### src/rtl/proc_core_8bit.sv
// Two-cycle-per-instruction 8-bit core driving the PC / R0..R3 display inputs.
// Instructions come from an external synchronous ROM with one cycle of read latency.
//
// state  | meaning
// -------+---------------------------------------------------------------
// S_FETCH| PC on instr_addr; wait here until run is high
// S_EXEC | decode instr_data, write at most one register, update PC
// S_HALT | terminal; PC and registers frozen until rst_n
module proc_core_8bit #(
   parameter logic [7:0] PC_RESET = 8'h00
) (
   input  logic       clk,
   input  logic       rst_n,
   input  logic       run,
   input  logic [7:0] instr_data,
   output logic [7:0] instr_addr,
   output logic [7:0] PC,
   output logic [7:0] R0,
   output logic [7:0] R1,
   output logic [7:0] R2,
   output logic [7:0] R3,
   output logic       halted
);

   typedef enum logic [1:0] {
      S_FETCH = 2'd0,
      S_EXEC  = 2'd1,
      S_HALT  = 2'd2
   } state_t;

   state_t     state;
   logic [7:0] pc_q;
   logic [7:0] regs [4];
   logic       halted_q;

   logic [1:0] rd_sel;
   logic [1:0] rs_sel;
   logic [1:0] rn_sel;
   logic [7:0] op_a;
   logic [7:0] op_b;
   logic [7:0] alu_res;
   logic [7:0] rn_val;
   logic [7:0] br_off;
   logic [7:0] pc_inc;
   logic [7:0] pc_br;

   // Both ALU operands are read before the write, so rd == rs sees the old value.
   always_comb begin
      rd_sel = instr_data[3:2];
      rs_sel = instr_data[1:0];
      rn_sel = instr_data[5:4];
      op_a   = regs[rd_sel];
      op_b   = regs[rs_sel];
      rn_val = regs[rn_sel];
      br_off = {{4{instr_data[3]}}, instr_data[3:0]};
      pc_inc = pc_q + 8'd1;
      pc_br  = pc_q + br_off;
      alu_res = '0;
      case (instr_data[5:4])
         2'b00:   alu_res = op_a + op_b;
         2'b01:   alu_res = op_a - op_b;
         2'b10:   alu_res = op_a & op_b;
         default: alu_res = op_a | op_b;
      endcase
   end

   always_ff @(posedge clk or negedge rst_n) begin
      if (!rst_n) begin
         state    <= S_FETCH;
         pc_q     <= PC_RESET;
         halted_q <= 1'b0;
         for (int i = 0; i < 4; i++) regs[i] <= '0;
      end else begin
         case (state)
            S_FETCH: begin
               if (run) state <= S_EXEC;
            end
            S_EXEC: begin
               state <= S_FETCH;
               pc_q  <= pc_inc;
               case (instr_data[7:6])
                  2'b00: regs[rd_sel] <= alu_res;
                  2'b01: regs[rn_sel] <= {4'b0000, instr_data[3:0]};
                  2'b10: if (rn_val != 8'h00) pc_q <= pc_br;
                  default: begin
                     case (instr_data[5:4])
                        2'b00: begin
                           state    <= S_HALT;
                           halted_q <= 1'b1;
                           pc_q     <= pc_q;
                        end
                        2'b01:   regs[rd_sel] <= op_a + 8'd1;
                        2'b10:   regs[rd_sel] <= op_a - 8'd1;
                        default: ;
                     endcase
                  end
               endcase
            end
            S_HALT:  state <= S_HALT;
            default: state <= S_FETCH;
         endcase
      end
   end

   assign instr_addr = pc_q;
   assign PC         = pc_q;
   assign R0         = regs[0];
   assign R1         = regs[1];
   assign R2         = regs[2];
   assign R3         = regs[3];
   assign halted     = halted_q;

endmodule

### config.mk
export PLATFORM = sky130hd
export DESIGN_NAME = proc_core_8bit
export DESIGN_NICKNAME = d
export VERILOG_FILES = /design/src/rtl/proc_core_8bit.sv
export SDC_FILE = /design/constraint.sdc
export NUM_CORES = 1
export LEC_CHECK = 0
export ABC_AREA = 1
export CAP_MARGIN = 20
export CORE_ASPECT_RATIO = 1.5
export CORE_UTILIZATION = 45
export DETAILED_ROUTE_END_ITERATION = 6
export PLACE_DENSITY = 0.65
export SKIP_LAST_GASP = 1
export SLEW_MARGIN = 10
export SYNTH_ARGS = -nofsm -noshare
export SYNTH_HDL_FRONTEND = slang
export SYNTH_SLANG_ARGS = --single-unit
### constraint.sdc
create_clock -name clk -period 3.3 [get_ports clk]
set_clock_uncertainty 0.1 [all_clocks]
set_input_delay 0.495 -clock clk [delete_from_list [all_inputs] [get_ports clk]]
set_output_delay 0.495 -clock clk [all_outputs]
set_load 0.01 [all_outputs]
# == After elaboration in Yosys (flattened, before gate mapping) ==
# Index checks and enable logic that the tools add are counted.
# totals
output_inout_bits,49
memories,0
elab_cells,72
latchBits,0
mem_bits_ro,0
register_bits,43
inputBits,11
ram_bits,0
# classes
multipliers,0
bitwise,7
add_sub_neg,6
magnitude_cmp,5
n_eq_ne,8
muxes,27
n_shift,0
div_mod_pow,0
reduce_logical,12
# op_table
operator,count
bitwise mux 32 bit,4
one-hot mux 32 bit (3 select lines),1
2-to-1 mux 8 bit,10
one-hot mux 32 bit (2 select lines),1
binary-select mux 8 bit (select 2 bit),3
demux 8 bit (select 2 bit),2
one-hot mux 8 bit (3 select lines),1
adder 8 x 1 -> 8 bit (second input constant),2
adder 8 bit,2
one-hot mux 8 bit (2 select lines),1
greater-or-equal comparator 3 bit (second input constant),3
inverter 2 -> 3 bit,3
bitwise AND 8 bit,1
OR 8 bit,1
nonzero test 8 bit,1
subtractor 8 x 1 -> 8 bit (second input constant),1
subtractor 8 bit,1
equality test 2 x 1 -> 1 bit (second input constant),3
equality test 2 bit (second input constant),3
zero test 2 bit,3
less-than comparator 3 x 1 -> 1 bit (second input constant),2
2-to-1 mux 2 bit,3
one-hot mux 2 bit (3 select lines),1
AND reduction 3 bit,2
other kinds (8),10

# == Depth between registers and ports, before layout ==
# logic_depth
depth_word,8
mapped_depth,25
mapped_depth_nobuf,24

# == Worst setup path after synthesis ==
# OpenSTA, ideal clock, no wires.
# synth_timing
kind,input port to flip-flop
from,input instr_data[1]
to,register (tool-made name)
path_slack_ps,-45
n_path_buf,2
setup_ps,117
required_ps,3083
stages,24
arrival_time_ps,3128
cell_sequence,buf_2 -> inv_1 -> buf_4 -> nand3_1 -> nand2_1 -> ha_1 -> o21ai_0 -> inv_1 -> fa_1 -> inv_1 -> nand3_1 -> nand2_1 -> nand2_1 -> nand2_1 -> a21oi_1 -> or2_2 -> nand3_1 -> nand3_1 -> nand2_1 -> nand2_1 -> nand3_1 -> nand2_1 -> nand2_1 -> nand2_1
# synth_rtl
item,line,source
start: declaration,15,"input logic [7:0] instr_data,"

==> summary.txt <==
STA
  – Slew HR: 0.394
  – Final Slew Violations: 0
  – Worst-Margin Slew: 906 ps
  – Final min period: 3150 ps
  – Max frequency: 317 MHz
  – Fin crit share: 0.955
  – Fin. Hold Viols: 0
  – Final Setup Violations: 0
  – Setup TNS: 0 ps

Worst setup path
  – Crit path DAT: 3220 ps
  – Crit start category: input port
  – Crit path required time: around 3400 ps
  – Worst Setup End Kind: flop
  – Critical path type: in -> reg
  – Reg2Reg Setup Slack: 250 ps
  – CP Max Fanout: 4
  – R2R cell count: 21

Global route
  – Antenna violations before repair: 0
  – Vias in the first global route: a little over 6,000
  – Largest net degree at the start of global routing: 44
  – First-pass GRT wire length: ~32 mm
  – Gr usage total: 0.389
  – Total gr overflow: 0

Placement
  – Buffers on Ports: 59
  – GP Congestion: 1.07
  – Area after DPL: 6370 um2
  – Detail Placement HPWL: 17.0 mm

CTS
  – Root buf cell: clkbuf_16
  – CTS tree: built
  – # H-tree levels: 2
  – Register clock-pin slew on the reported worst setup and hold paths: 70 ps
  – Hold Buf Count CTS: 0
  – Latest clock arrival within the worst-skew pair: 290 ps
  – Sink Count: 43
  – TritonCTS Buffers: 5
  – Clk buf depth: 2

Finish
  – Fillers: 1,025
  – Layout cells sized above 1: 0.223
  – Antenna cell count: 0
  – Fin area: 6810 um2
  – NumNets Final: between 900 and 1,000
  – Fin util: 0.643
  – Area Growth Syn to Fin: 38.9%

Pwr
  – Tot Pwr: roughly 5.2 mW
  – LEAKAGE: 3.33 nW
  – Gate power share: 0.683
  – Net Sw Frac: 0.480
  – Power Density: 758 nW/um2
  – Max VDD drop: 0.000511 V
  – Sw power: around 2.5 mW
  – Sequential share of power: 0.205
  – Clock share of power: 0.111
  – Int Power: 2.68 mW

Yosys
  – Synth Register Bits: 43
  – Synth Flop Type: dfrtp_1
  – EDFF count, synth: 0
  – Seq/Total Area, Yosys: 0.220
  – Distinct cells, synth: 53
  – Syn_nets: roughly 800
  – Ys Warns: 0
  – Post-synth ARST share: 1.00
  – Cells after Synth: roughly 790
  – Post-Syn Area per Cell: roughly 6.2 um2
  – Synthesized cell area: ~4900 um2

Drt
  – DRT Pass-1 Iters: 6
  – Total wire length: between 20 and 25 mm
  – # DRC: 0
  – Via density: 5.74
  – Vias: approximately 6,200
  – Detail Route Antenna Nets: 0
  – DR iter-0 viols: between 500 and 600
  – WL/cell: 19.7 um

Die
  – Die Ht: 130 um
  – # IOs: 60
  – Row count: 46
  – Initial core utilization: 0.463
  – Core footprint: 10,600 um2
  – Die Area: 11,300 um2
  – Die X: 87.2 um

Run status
  – Status: complete, no violations

Job
  – Maximum capacitance violations: 0

Min path
  – Class of the worst hold path: in -> async
## per-stage QoR
stage / setup WS [ps] / hold WS [ps] / cells
5_1_grt: -20.7 / 64.0 / 1086
4_1_cts: -11.6 / 326 / 1082
3_3_place_gp: -589 / 320 / 1071
3_5_place_dp: -662 / 324 / 1071
6_report: 148 / 42.1 / 1086
2_1_floorplan: 10.5 / 99.4 / 786
## critical path, cell delays in order
cell and delay [ps]:
clkdlybuf4s50_1 470, inv_1 60, ha_2 200, buf_4 140
nand2_1 70, o21ai_2 70, buf_4 130, buf_4 130
ha_4 260, nand2_4 50, nor2_4 110, nor2_4 50
buf_4 130, o21ai_1 110, a21oi_1 60, nor3_1 210
buf_4 230, nand2_1 60, nand2_1 60, a31oi_1 90
## worst max path at each step
stage	start	end	slack (ps)
5_1_grt	instr_data[1]	flop	-20
6_report	instr_data[5]	flop	150
3_5_place_dp	instr_data[0]	flop	-660
2_1_floorplan	instr_data[1]	flop	10
3_3_place_gp	instr_data[0]	flop	-590
4_1_cts	instr_data[2]	flop	-10
## placed cells by master, fill, tap and decap left out, types with 3 or more instances in the layout
cell type and n:
nor2_1 71, xnor2_1 6, nand3_2 10, a21o_1 3
a31oi_1 5, nor2_4 4, nand3_1 48, buf_6 7
nor3_1 7, ha_1 19, nand2_4 5, o21ai_0 54
buf_12 3, nor2_2 8, nand2_1 201, o22ai_1 3
o21ai_2 3, o21ai_1 10, xor2_1 15, buf_4 115
or2_2 3, nand4_1 8, xor2_2 3, ha_4 3
inv_2 13, a22oi_2 3, clkdlybuf4s50_1 54, nand2_2 6
inv_1 78, o211ai_1 4, dfrtp_1 43, o311ai_0 3
a22oi_1 3, clkbuf_16 5, a21oi_2 6, a21oi_1 74
## kinds of logic (layout without fill, tap and decap cells)
family | after synthesis | in the layout | synth area share
buffers and inverters | 130 | 286 | 0.113
DFF | 43 | 43 | 0.220
adders and majority gates | 26 | 26 | 0.0695
and+or+nand+nor | 378 | 378 | 0.332
muxes | 1 | 1 | 0.00204
xor gates and xnor gates | 24 | 24 | 0.0460
AOI/OAI and AO/OA | 184 | 184 | 0.218
## what timing repair did
item,CTS,global route
endpoints found under the hold margin,0,0
setup endpoints to repair,23,24
resized for setup,23,42
gates cloned,0,0
pin swaps,9,22
setup buffers,4,3
## layout make-up
class / count / area (um2) / area share
Clock buffer: 6 / 129 / 0.0189
Sequential cell: 43 / 1080 / 0.158
Clock inverter: 1 / 30.0 / 0.00441
Timing Repair Buffer: 184 / 1590 / 0.233
Tap cell: 144 / 180 / 0.0265
Multi-Input combinational cell: 613 / 3440 / 0.506
Inverter: 95 / 362 / 0.0531
## per-layer routing
layer	up-vias	GRT usage	routed length [um]
li1	2888	-	-
met1	2886	0.417	7560
met2	356	0.664	10300
met3	105	0.0715	1600
met4	0	0.316	1940
met5	-	0	0
## power groups by stage
stage	Clock (mW)	Combinational, mW	Sequential, mW
global placement	0	3.18	1.05
CTS	0.579	3.35	1.05
floorplan	0	1.57	1.07
detailed placement	0	3.23	1.05
finish	0.573	3.52	1.06
global route	0.598	3.78	1.07
## synthesized netlist by cell type, types with 4 or more instances
| cell type | n | area (um2) |
|---|---|---|
| nand2_1 | 208 | 781 |
| inv_1 | 83 | 312 |
| nor2_1 | 78 | 293 |
| a21oi_1 | 76 | 380 |
| o21ai_0 | 60 | 300 |
| nand3_1 | 56 | 280 |
| dfrtp_1 | 43 | 1080 |
| ha_1 | 24 | 300 |
| xor2_1 | 16 | 140 |
| clkbuf_1 | 14 | 52.6 |
| buf_4 | 13 | 97.6 |
| inv_2 | 10 | 37.5 |
| nand4_1 | 8 | 50.1 |
| buf_2 | 7 | 35.0 |
| nor3_1 | 7 | 35.0 |
| xnor2_1 | 6 | 52.6 |
| a22oi_1 | 5 | 37.5 |
| a31oi_1 | 5 | 31.3 |
| o21ai_1 | 5 | 25.0 |
| a21oi_2 | 4 | 35.0 |
| nor2_2 | 4 | 25.0 |
| o211ai_1 | 4 | 30.0 |
Power figures use the tool's default switching activity.
==> RTL change: new RTL, config.mk and constraints unchanged <==
Remove the case item `2'b01` of the case on `instr_data[5:4]`.
--- a/src/rtl/proc_core_8bit.sv
+++ b/src/rtl/proc_core_8bit.sv
@@ -60,3 +60,2 @@
          2'b00:   alu_res = op_a + op_b;
-         2'b01:   alu_res = op_a - op_b;
          2'b10:   alu_res = op_a & op_b;
Behaviour: not the same (Yosys sat finds a counterexample within 10 cycles, from zero or initial values and one cycle with rst_n low).
==> RTL change against the original RTL <==
  * Final cell count fell by 2.1%
  * Register-to-register slack better by 0.27 ns
  * Worst setup slack got worse by 0.016 ns
  * First-iteration DRC count rose by 18%
  * Wire length up 0.14%
  * Power fell by 16%
  * Sequential cell count unchanged
  * Sequential power is 7% higher
  * Worst hold slack gained 0.29 ns
  * Count of clock-buffer cells in the layout is the same
  * Design area decreased by 6.9%
  * Area after synthesis is 1.7% higher
  * Critical path type unchanged
==> RTL change: results (changes against the original RTL) <==
| Metric | Value |
|---|---|
| Status | finished, final reports clean |
| Min Hold Slack | 0.331 ns (+0.289 ns) |
| CP Max Fanout | 13 (+9) |
| Drt first pass iters | 5 (-1) |
| GRT met2 Usage | 63.4% (-3.0 points) |
| Reg-to-reg slack, setup | 0.52 ns (+0.27 ns) |
| DP HPWL | 17100 um (+0.41%) |
| Fill count | 1068 (+4.2%) |
| Reg2reg path depth | 14 (-33%) |
| Mux share of post-synthesis cell area | 0% (-0.20 points) |
| Met2 wire length | 10100 um (-2.4%) |
| Vias | 6103 (-2.1%) |
| Synth Area in XOR/XNOR | 2.11% (-2.5 points) |
| Met1 WL | 7890 um (+4.4%) |
| Global Route Usage Sum | 38.4% (-0.53 points) |
| WP data arrival | 3.24 ns (+0.02 ns) |
| Area contributors post-synth | dfrtp_1 22%, nand2_1 21%, nand3_1 8.1% |
| Leakage | 3.17 nW (-4.9%) |
| Layout cell share with drive strength beyond 1 | 16.9% (-5.4 points) |
| First-pass GRT wire length | 32200 um (-0.72%) |
| Synthesized net count | 842 (+2.3%) |
| Synth Area in Compound Gates | 15.3% (-6.5 points) |
| Worst-Margin Slew | 0.628 ns (-0.278 ns) |
| Nets | 961 (-1.8%) |
| M1 GR Usage | 44.6% (+2.9 points) |
| Sequential fraction of the synthesis area | 21.6% (-0.36 points) |
| Place WS | -0.223 ns (+0.440 ns) |
| Yosys cell types | 44 (-17%) |
| Iter 0 DRT Violations | 635 (+18%) |
| Met3 Routed Length | 1670 um (+4.6%) |
| Peak supply drop | 348 uV (-32%) |
RTL change: worst max-delay path: stages:
cell             delay (ns)
clkdlybuf4s50_1        0.56
buf_4                  0.22
nand2_1                0.07
a32oi_1                0.34
ha_1                   0.27
fa_2                   0.45
nand2_1                0.07
o211ai_1               0.19
nand2_1                0.25
nor3_1                 0.07
o21ai_0                0.18
nand2_1                0.07
RTL change: power breakdown:
part	total [mW]	switching, mW	leakage [nW]	internal, mW
Combinational	2.67	1.49	2.57	1.18
Clock	0.505	0.224	0.0669	0.280
Sequential	1.13	0.424	0.536	0.708
Total	4.31	2.14	3.17	2.17
RTL change: cell type report:
type | count | share of cell area, %
well taps | 144 | 2.84
flip-flops and latches | 43 | 17.0
inverters | 107 | 6.46
multi-input cells | 623 | 52.6
repair buffers | 138 | 18.8
clock buffers | 6 | 2.03
clock inverters | 2 | 0.197
RTL change: through the flow:
step	area, sq um	cells	utilization (%)
detailed placement	6140	1053	57.7
finish	6340	1063	59.5
global route	6340	1063	59.5
CTS	6280	1061	59.0
floorplan	4980	799	-
global placement	6140	1053	57.7
RTL change: logic make-up (layout without fill, tap and decap cells):
kind of cell,Yosys count,after routing
DFF,43,43
buffers and inverters,133,253
adders and majority gates,32,32
and+or+nand+nor,457,457
AOI/OAI and AO/OA,122,122
xor gates and xnor gates,12,12
RTL change: how the worst max path moves through the flow:
| stage | end | slack [ns] | cells after the start |
|---|---|---|---|
| after floorplan | flop | 0.36 | 16 |
| after global routing | flop | -0.01 | 16 |
| final | flop | 0.13 | 12 |
| after CTS | flop | 0.08 | 16 |
| after detailed placement | flop | -0.22 | 16 |
| after global placement | flop | -0.18 | 16 |
RTL change: timing repair:
item,CTS,global route
buffers inserted,0,0
hold buffers,0,1
resized for setup,0,9
setup endpoints to repair,0,15
hold endpoints to repair,0,8
